## config.mk

```make
export PLATFORM = sky130hd
export DESIGN_NAME = spi_regfile_peripheral
export DESIGN_NICKNAME = d
export VERILOG_FILES = /design/src/rtl/spi_regfile_peripheral.sv
export SDC_FILE = /design/constraint.sdc
export NUM_CORES = 1
export LEC_CHECK = 0
export BUFFER_PORTS_ARGS = -buffer_cell sky130_fd_sc_hd__buf_2
export CORE_ASPECT_RATIO = 1.4
export CORE_MARGIN = 4
export CORE_UTILIZATION = 40
export DETAILED_ROUTE_END_ITERATION = 16
export PLACE_DENSITY_LB_ADDON = 0.05
export SYNTH_ARGS = -nofsm -noshare
export SYNTH_HDL_FRONTEND = slang
export SYNTH_SLANG_ARGS = --single-unit
```

## constraint.sdc

```tcl
create_clock -name clk -period 6.2 [get_ports clk]
set_input_delay 1.55 -clock clk [delete_from_list [all_inputs] [get_ports clk]]
set_output_delay 1.55 -clock clk [all_outputs]
set_load 0.1 [all_outputs]
```

## src/rtl/spi_regfile_peripheral.sv

```systemverilog
// SPI mode-0 peripheral exposing a small register file; frames are
// R/W bit, address, data, MSB first, all sampled in the clk domain.
module spi_regfile_peripheral #(
    parameter int NUM_REGS = 8,
    parameter int ADDR_W   = 7,
    parameter int DATA_W   = 8,
    parameter logic [NUM_REGS*DATA_W-1:0] RESET_VAL = '0
) (
    input  logic                       clk,
    input  logic                       rst,
    input  logic                       nCS,
    input  logic                       SCLK,
    input  logic                       COPI,
    output logic                       CIPO,
    output logic                       CIPO_oe,
    output logic [NUM_REGS*DATA_W-1:0] regs_out,
    output logic                       wr_strobe,
    output logic [ADDR_W-1:0]          wr_addr,
    output logic [7:0]                 frame_err_cnt
);
    // state  | meaning
    // IDLE   | waiting for chip select
    // CMD    | shifting R/W bit and address
    // DATA   | shifting data, driving read data on CIPO
    // COMMIT | one cycle to apply a complete write frame
    localparam logic [1:0] S_IDLE   = 2'd0;
    localparam logic [1:0] S_CMD    = 2'd1;
    localparam logic [1:0] S_DATA   = 2'd2;
    localparam logic [1:0] S_COMMIT = 2'd3;

    localparam int FRAME_W = 1 + ADDR_W + DATA_W;
    localparam int CNT_W   = $clog2(FRAME_W + 2);
    localparam logic [CNT_W-1:0] CNT_CMD  = CNT_W'(ADDR_W);
    localparam logic [CNT_W-1:0] CNT_FULL = CNT_W'(FRAME_W);
    localparam logic [CNT_W-1:0] CNT_SAT  = CNT_W'(FRAME_W + 1);

    logic [2:0]                 ncs_sync_q, ncs_sync_d;
    logic [2:0]                 sclk_sync_q, sclk_sync_d;
    logic [2:0]                 copi_sync_q, copi_sync_d;
    logic                       primed_q, primed_d;
    logic                       armed_q, armed_d;
    logic [1:0]                 state_q, state_d;
    logic [CNT_W-1:0]           bit_cnt_q, bit_cnt_d;
    logic [FRAME_W-1:0]         sh_q, sh_d;
    logic [DATA_W-1:0]          tx_q, tx_d;
    logic                       cipo_q, cipo_d;
    logic [NUM_REGS*DATA_W-1:0] regs_q, regs_d;
    logic                       wr_strobe_q, wr_strobe_d;
    logic [ADDR_W-1:0]          wr_addr_q, wr_addr_d;
    logic [7:0]                 err_q, err_d;

    logic              sclk_rise, sclk_fall, ncs_fall, ncs_rise, err_inc;
    logic [ADDR_W-1:0] rd_addr, cm_addr;
    logic [DATA_W-1:0] rd_data, cm_data;
    logic              cm_rw;

    always_comb begin
        ncs_sync_d  = {ncs_sync_q[1:0], nCS};
        sclk_sync_d = {sclk_sync_q[1:0], SCLK};
        copi_sync_d = {copi_sync_q[1:0], COPI};
        sclk_rise   = sclk_sync_q[1] & ~sclk_sync_q[2];
        sclk_fall   = ~sclk_sync_q[1] & sclk_sync_q[2];
        ncs_rise    = ncs_sync_q[1] & ~ncs_sync_q[2];
        // A frame already in progress at reset release must not look like a new one.
        ncs_fall    = armed_q & ~ncs_sync_q[1] & ncs_sync_q[2];
        primed_d    = 1'b1;
        armed_d     = armed_q | (primed_q & ncs_sync_q[0]);
    end

    always_comb begin
        state_d     = state_q;
        bit_cnt_d   = bit_cnt_q;
        sh_d        = sh_q;
        tx_d        = tx_q;
        cipo_d      = cipo_q;
        regs_d      = regs_q;
        wr_strobe_d = 1'b0;
        wr_addr_d   = wr_addr_q;
        err_inc     = 1'b0;
        rd_data     = '0;
        cm_rw       = sh_q[FRAME_W-1];
        cm_addr     = sh_q[FRAME_W-2 -: ADDR_W];
        cm_data     = sh_q[DATA_W-1:0];

        if ((state_q == S_CMD || state_q == S_DATA) && sclk_rise) begin
            sh_d      = {sh_q[FRAME_W-2:0], copi_sync_q[2]};
            bit_cnt_d = (bit_cnt_q == CNT_SAT) ? bit_cnt_q : bit_cnt_q + 1'b1;
        end
        rd_addr = sh_d[ADDR_W-1:0];
        for (int k = 0; k < NUM_REGS; k++) begin
            if (rd_addr == ADDR_W'(k)) rd_data = regs_q[k*DATA_W +: DATA_W];
        end

        if (state_q == S_DATA && sclk_fall) begin
            cipo_d = tx_q[DATA_W-1];
            tx_d   = tx_q << 1;
        end

        case (state_q)
            S_IDLE: cipo_d = 1'b0;
            S_CMD: begin
                cipo_d = 1'b0;
                if (ncs_rise) begin
                    err_inc = (bit_cnt_q != '0);
                    state_d = S_IDLE;
                end else if (sclk_rise && bit_cnt_q == CNT_CMD) begin
                    state_d = S_DATA;
                    tx_d    = sh_d[ADDR_W] ? '0 : rd_data;
                end
            end
            S_DATA: begin
                if (ncs_rise) begin
                    err_inc = (bit_cnt_q != CNT_FULL);
                    state_d = S_COMMIT;
                end
            end
            default: begin
                cipo_d  = 1'b0;
                state_d = S_IDLE;
                if (bit_cnt_q == CNT_FULL && cm_rw) begin
                    for (int k = 0; k < NUM_REGS; k++) begin
                        if (cm_addr == ADDR_W'(k)) begin
                            regs_d[k*DATA_W +: DATA_W] = cm_data;
                            wr_strobe_d                = 1'b1;
                            wr_addr_d                  = cm_addr;
                        end
                    end
                end
            end
        endcase

        // Commit above uses the _q values, so a fall during COMMIT loses nothing.
        if (ncs_fall) begin
            state_d   = S_CMD;
            bit_cnt_d = '0;
            sh_d      = '0;
        end
        err_d = (err_inc && err_q != 8'hFF) ? err_q + 8'd1 : err_q;
    end

    always_ff @(posedge clk or posedge rst) begin
        if (rst) begin
            ncs_sync_q  <= 3'b111;
            sclk_sync_q <= 3'b000;
            copi_sync_q <= 3'b000;
            primed_q    <= 1'b0;
            armed_q     <= 1'b0;
            state_q     <= S_IDLE;
            bit_cnt_q   <= '0;
            sh_q        <= '0;
            tx_q        <= '0;
            cipo_q      <= 1'b0;
            regs_q      <= RESET_VAL;
            wr_strobe_q <= 1'b0;
            wr_addr_q   <= '0;
            err_q       <= '0;
        end else begin
            ncs_sync_q  <= ncs_sync_d;
            sclk_sync_q <= sclk_sync_d;
            copi_sync_q <= copi_sync_d;
            primed_q    <= primed_d;
            armed_q     <= armed_d;
            state_q     <= state_d;
            bit_cnt_q   <= bit_cnt_d;
            sh_q        <= sh_d;
            tx_q        <= tx_d;
            cipo_q      <= cipo_d;
            regs_q      <= regs_d;
            wr_strobe_q <= wr_strobe_d;
            wr_addr_q   <= wr_addr_d;
            err_q       <= err_d;
        end
    end

    assign CIPO          = cipo_q;
    assign CIPO_oe       = ~ncs_sync_q[2];
    assign regs_out      = regs_q;
    assign wr_strobe     = wr_strobe_q;
    assign wr_addr       = wr_addr_q;
    assign frame_err_cnt = err_q;
endmodule

```

==> results of run 1 <==
-- per-stage QoR --
stage / setup WS (ns) / instances / area [um2] / hold slack [ns] / util [%]
2_1_floorplan: 1.38 / 493 / 5730 / 0.331 / -
3_3_place_gp: 3.16 / 742 / 6320 / 0.342 / 45.2
3_5_place_dp: 3.14 / 742 / 6320 / 0.342 / 45.2
4_1_cts: 3.20 / 774 / 6890 / 0.355 / 49.3
5_1_grt: 2.98 / 774 / 6890 / 0.371 / 49.3
6_report: 3.18 / 774 / 6890 / 0.353 / 49.3
-- cell families (layout without fill, tap and decap cells) --
kind of cell    Yosys count  in the layout  synth area share, %
compound gates           80             80                 9.89
other cells               1              1               0.0654
simple gates            157            157                 15.4
flops                   123            123                 53.8
buf+inv                  36            132                 2.58
fa+ha+maj                 9              9                 1.96
xor+xnor                 12             12                 1.83
mux                      75             75                 14.5
-- registers in the layout (all words and copies together), names as in the netlist --
signal and cells:
regs_out 64, sh_q 16, frame_err_cnt 8, tx_q 8, wr_addr 7, bit_cnt_q 5, copi_sync_q 3, ncs_sync_q 3
sclk_sync_q 3, state_q 2, CIPO 1, armed_q 1, primed_q 1, wr_strobe 1
-- power groups by stage --
stage | logic, mW | registers [mW] | clock network, mW
global placement | 0.351 | 0.900 | 0
detailed placement | 0.352 | 0.902 | 0
finish | 0.352 | 0.888 | 0.950
CTS | 0.356 | 0.888 | 0.968
floorplan | 0.234 | 0.934 | 0
global route | 0.389 | 0.894 | 1.01
-- cell type report --
cell class / instances / area (um2)
Fill cell: 1314 / 7080
Sequential cell: 123 / 3080
Multi-Input combinational cell: 334 / 2500
Timing Repair Buffer: 91 / 468
Clock buffer: 19 / 453
Tap cell: 185 / 231
Clock inverter: 13 / 120
Inverter: 9 / 36.3
-- path summary, 6_finish.rpt --
| path | endpoint | cells past startpoint | start |
|---|---|---|---|
| worst max-delay path | tx_q[6]$_DFF_PP0_ | 9 | state_q[0]$_DFFE_PP0P_ |
| worst min-delay path | copi_sync_q[1]$_DFF_PP0_ | 0 | copi_sync_q[0]$_DFF_PP0_ |
| worst max register to register | tx_q[6]$_DFF_PP0_ | 9 | state_q[0]$_DFFE_PP0P_ |
| worst min register to register | copi_sync_q[1]$_DFF_PP0_ | 0 | copi_sync_q[0]$_DFF_PP0_ |
| max in group asynchronous | regs_out[32]$_DFFE_PP0P_ | 3 | rst |
| min in group asynchronous | regs_out[20]$_DFFE_PP0P_ | 2 | rst |
-- synth_stat cells (2+ instances only) --
cell      instances  area share, %
nor3b_1           2           0.26
mux2i_1          10            1.7
xnor2_1           8            1.2
nand2_1          63            4.1
inv_1             9           0.59
dfstp_2           3            1.4
nand4b_1          4           0.61
nand3_2           2           0.35
nor3b_4           2           0.65
o221ai_1          3           0.46
o2111a_1          2           0.39
a21oi_1          30            2.6
clkbuf_1         17            1.1
o31ai_1           5           0.65
nor3_1            6           0.52
a21o_1            3           0.39
ha_1              9            2.0
o22a_1            2           0.31
and3_1            6           0.65
xor2_1            4           0.61
nand4_1           7           0.76
dfrtp_1         120             52
nor2b_1           6           0.65
mux2_1            2           0.39
nor2_4            2           0.39
mux2_2           63             12
nor2_1           17            1.1
o22ai_1           5           0.55
o32ai_1           4           0.61
o21ai_0           3           0.26
nand3b_2          2           0.39
and2_1            5           0.55
nand3b_1          4           0.52
buf_2             7           0.61
buf_1             2           0.13
a221oi_1          7            1.1
a22o_1            2           0.31
nand3_1          11           0.96
a222oi_1          7            1.2
nand2b_1          7           0.76
nor4b_1           2           0.31
-- layer usage --
layer / GRT usage [%] / share of wire, % / up-vias
li1: - / - / 1951
met1: 25.0 / 42 / 2164
met2: 35.5 / 54 / 100
met3: 4.32 / 3.2 / 10
met4: 6.30 / 1.0 / 0
met5: 0 / 0 / -
-- worst max-delay path: cells and delay by family, from the launching register on --
kind,cells,cell delay [ns]
adders and majority gates,1,0.39
DFF,1,0.40
AOI/OAI and AO/OA,3,1.22
buffers and inverters,2,0.38
and+or+nand+nor,3,0.52
-- cells in the final DEF, fill, tap and decap left out, drive strengths merged, types with 3 or more instances in the layout --
cell type,count
nor2b,6
mux2i,10
o31ai,5
inv,10
buf,91
and2,5
a21o,3
dfstp,3
a222oi,7
o32ai,4
nor2,20
mux2,65
nor3,7
nand4b,4
clkinv,5
xor2,4
clkbuf,19
a221oi,7
clkinvlp,6
and3,6
o21ai,3
nand2,63
o221ai,3
nand3,13
nand2b,7
ha,9
nand4,8
nand3b,6
nor3b,4
o22ai,5
a21oi,30
dfrtp,120
xnor2,8
==> metrics.csv, run 1 <==
metric;value;unit
status;finished, final reports clean;
netlist_instances;493;
syn-mean-instance-area;11.6;um2
clock_path_buffers;2;
first_global_vias;4448;
synthToLayoutAreaGrowth;20.3;%
worstMarginPinSlew;0.984;ns
crit_arrival;3.33;ns
top_level_ports;87;
globalRouteTotalUtil;20.3;%
synth-seq-cells;123;
ys_seq_area_share;53.8;%
grt_max_degree;76;
synth.cell_area;5730;um2
path_clk_slew;0.06;ns
cts-htree-levels;4;
clk_latency;0.41;ns
finalHoldViolCount;0;
slowest_stage;a21oi_1;
drc;0;
hp-class;reg2reg;
min_period_over_period;48.7;%
fin_nets;590;
slowest_delay;0.74;ns
clock_sinks;123;
die_area;16300;um2
path_cells;inv_1 > ha_1 > and3b_1 > buf_4 > nand3_1 > a21oi_1 > a221oi_1 > and3_1 > o32ai_1;
worstPathRequired;6.51;ns
initial_core_util;41.0;%
criticalPathCategory;reg2reg;
numCtsBuffers;17;
slew_headroom;34.4;%
coreArea;14000;um2
via_per_inst;5.46;
ir_drop;0.176;mV
critPathLaunchType;register;
slew_viol_final;0;
cts_hold_buf;0;
layout-drive-gt1-share;34.5;%
vias;4225;
power_switching;0.680;mW
antenna_found_initial;0;
p_leak;3.40;nW
drtIter0Drc;237;
drt.antenna.violating_nets;0;
cts_root_buffer;clkbuf_16;
firstDrtPassIters;6;
seqPwrFrac;40.6;%
fp-row-count;51;
post-cts-setup-buffers;0;
power;2.19;mW
dieHeight;150;um
endpoint_kind;register;
clockPowerShare;43.4;%
fin_worst_skew;0.00639;ns
place_hpwl;10700;um
pwr-share-comb;16.1;%
cts_tree;yes;
antennaDiodeCount;0;
synth.distinct_cells;59;
p_int;1.51;mW
synth_warnings;0;
cts_resized;0;
grt-ovfl-total;0;
wirelength;15500;um
p_sw_share;31.0;%
async_reset_ff_share;100;%
synth_flop_cell;dfrtp_1;
fin_tns_setup;0;ns
synth_edf_count;0;
period_needed;3.02;ns
wire_per_inst;20.0;um
critical_path.max_fanout;26;
r2r_slack;3.18;ns
routabilityCongestion;0.842;
p_per_area;318;nW/um2
grt_pass1_wl;25100;um
setup_viol;0;
maxCapViolations;0;
numPortBuffers;86;
die_width;109;um
max_freq;0.331;GHz
synth_nets;507;
rsz0062_at_grt;no;
Note: power is estimated with default switching activity, not from simulation.
==> run 2: changes to the inputs <==
- clock period: 6.2 -> 2.5 ns (I/O delays scaled with it)
==> run 2 against run 1 <==
First-iteration DRC count decreased by 14%; sequential cell count unchanged; clock-buffer cell count unchanged; non-clock buffer count increased by 51; cell area increased by 8.1%; clock skew increased by 0.011 ns; critical path depth decreased by 1; wire length increased by 7.2%; fmax increased by 24%; critical path type unchanged; largest cell class unchanged; largest power group unchanged.
==> metrics.csv, run 2 (same netlist as run 1, synthesis figures left out) <==
metric;value;unit;change
routabilityCongestion;0.930;;+10%
min_period_over_period;97.2;%;+48 points
num-fill-cells;1274;;-3.0%
cts-htree-levels;4;;unchanged
clockPowerShare;42.3;%;-1.1 points
cts_tree;yes;;
wire_per_inst;20.2;um;+0.54%
p_sw_share;30.3;%;-0.73 points
slew_viol_final;0;;unchanged
hp-class;in2async;;
layout-drive-gt1-share;41.1;%;+6.6 points
cts_hold_buf;0;;unchanged
cts_root_buffer;clkbuf_16;;
power_switching;1.76;mW;+160%
clock_sinks;123;;unchanged
numPortBuffers;86;;unchanged
finalHoldViolCount;0;;unchanged
fp-row-count;51;;unchanged
p_per_area;780;nW/um2;+150%
dpl.cell_count;788;;+6.2%
rsz0062_at_grt;yes;;
clk_latency;0.42;ns;about the same
seqPwrFrac;36.8;%;-3.8 points
wirelength;16600;um;+7.2%
path_clk_slew;0.06;ns;about the same
instances_no_fill;825;;+6.6%
firstDrtPassIters;5;;-1
via_per_inst;5.47;;+0.21%
largest_register_ffs;64;;unchanged
drt.antenna.violating_nets;0;;unchanged
max_freq;0.412;GHz;+24%
coreArea;14000;um2;unchanged
fin_worst_skew;0.0177;ns;+0.0113 ns
numCtsBuffers;17;;unchanged
grt_pass1_wl;26800;um;+6.9%
top_level_ports;87;;unchanged
worstPathRequired;2.81;ns;-3.70 ns
fin_nets;641;;+8.6%
die_area;16300;um2;unchanged
p_int;4.05;mW;+170%
grt_max_degree;59;;-22%
die_width;109;um;unchanged
worstMarginPinSlew;0.623;ns;-0.361 ns
synthToLayoutAreaGrowth;30.0;%;
final_common_cell;dfrtp_1;;
drc;0;;unchanged
critPathLaunchType;register;;
dp_slack;-0.0488;ns;-3.19 ns
layout_common_cells;120 x dfrtp_1, 86 x buf_2, 63 x mux2_2, 63 x nand2_1, 48 x buf_4;;
drtIter0Drc;205;;-14%
slew_headroom;58.5;%;+24 points
clock_path_buffers;2;;unchanged
setup_viol;0;;unchanged
ir_drop;0.378;mV;+110%
r2r_slack;0.07;ns;-3.11 ns
initial_core_util;41.0;%;unchanged
antennaDiodeCount;0;;unchanged
power;5.81;mW;+170%
criticalPathCategory;reg2reg;;
p_leak;3.71;nW;+9.1%
grt-ovfl-total;0;;unchanged
vias;4513;;+6.8%
endpoint_kind;register;;
period_needed;2.43;ns;-0.593 ns
first_global_vias;4818;;+8.3%
place_hpwl;11900;um;+12%
maxCapViolations;0;;unchanged
worst_slack;0.0710;ns;-3.11 ns
pwr-share-comb;20.9;%;+4.8 points
crit_arrival;2.74;ns;-0.59 ns
critical_path.max_fanout;8;;-69%
globalRouteTotalUtil;21.9;%;+1.5 points
status;finished, final reports clean;;
dieHeight;150;um;unchanged
antenna_found_initial;0;;unchanged
-- run 2: layout make-up --
cell class | instances | area (um2) | area share [%]
clock buffer | 19 | 453 | 6.08
tap | 185 | 231 | 3.11
inverter | 9 | 37.5 | 0.504
sequential | 123 | 3080 | 41.3
timing repair buffer | 142 | 933 | 12.5
clock inverter | 13 | 144 | 1.93
multi-input combinational | 334 | 2570 | 34.5
-- run 2: worst max-delay path, stage by stage (launching register included) --
cell and delay [ns]:
dfrtp_1 0.35, buf_4 0.12, ha_1 0.17, or4b_4 0.49, nor2_4 0.14, nand3_2 0.12, nor2_4 0.19, nand3b_2 0.32
mux2_2 0.39
-- run 2: per-stage QoR --
step           setup TNS (ns)  util [%]  cell area (um2)  hold WS (ns)
2_1_floorplan               0         -             5740         0.331
3_3_place_gp                0      48.2             6730         0.339
3_5_place_dp           -0.294      48.2             6730         0.335
4_1_cts                     0      52.7             7360         0.251
5_1_grt               -0.0664      53.3             7450         0.280
6_report                    0      53.3             7450         0.245
-- run 2: worst paths after layout --
kind,from,cells after the start,endpoint
setup / recovery,state_q[0]$_DFFE_PP0P_,8,regs_out[23]$_DFFE_PP0P_
hold / removal,rst,2,frame_err_cnt[3]$_DFFE_PP0P_
setup reg to reg,state_q[0]$_DFFE_PP0P_,8,regs_out[23]$_DFFE_PP0P_
hold reg to reg,sclk_sync_q[0]$_DFF_PP0_,0,sclk_sync_q[1]$_DFF_PP0_
max in group asynchronous,rst,3,regs_out[55]$_DFFE_PP0P_
min in group clk,COPI,1,copi_sync_q[0]$_DFF_PP0_
-- run 2: repair_timing --
item,CTS,global route
buffers inserted,1,4
hold endpoints to repair,0,0
pin swaps,1,4
resized for setup,3,11
endpoints found under the setup margin,12,9
-- run 2: routing by layer --
metal	vias to the layer above	routed length, um	GRT usage, %
met4	0	415	8.92
met1	2297	6450	25.5
met3	27	724	4.83
met2	127	9040	38.5
met5	-	0	0
li1	2062	-	-
-- run 2: power by group through the flow --
| stage | registers, mW | logic [mW] | clock network [mW] |
|---|---|---|---|
| 5_1_grt | 2.15 | 1.32 | 2.61 |
| 2_1_floorplan | 2.32 | 0.581 | 0 |
| 4_1_cts | 2.14 | 1.15 | 2.51 |
| 3_3_place_gp | 2.17 | 1.11 | 0 |
| 6_report | 2.14 | 1.22 | 2.46 |
| 3_5_place_dp | 2.17 | 1.13 | 0 |
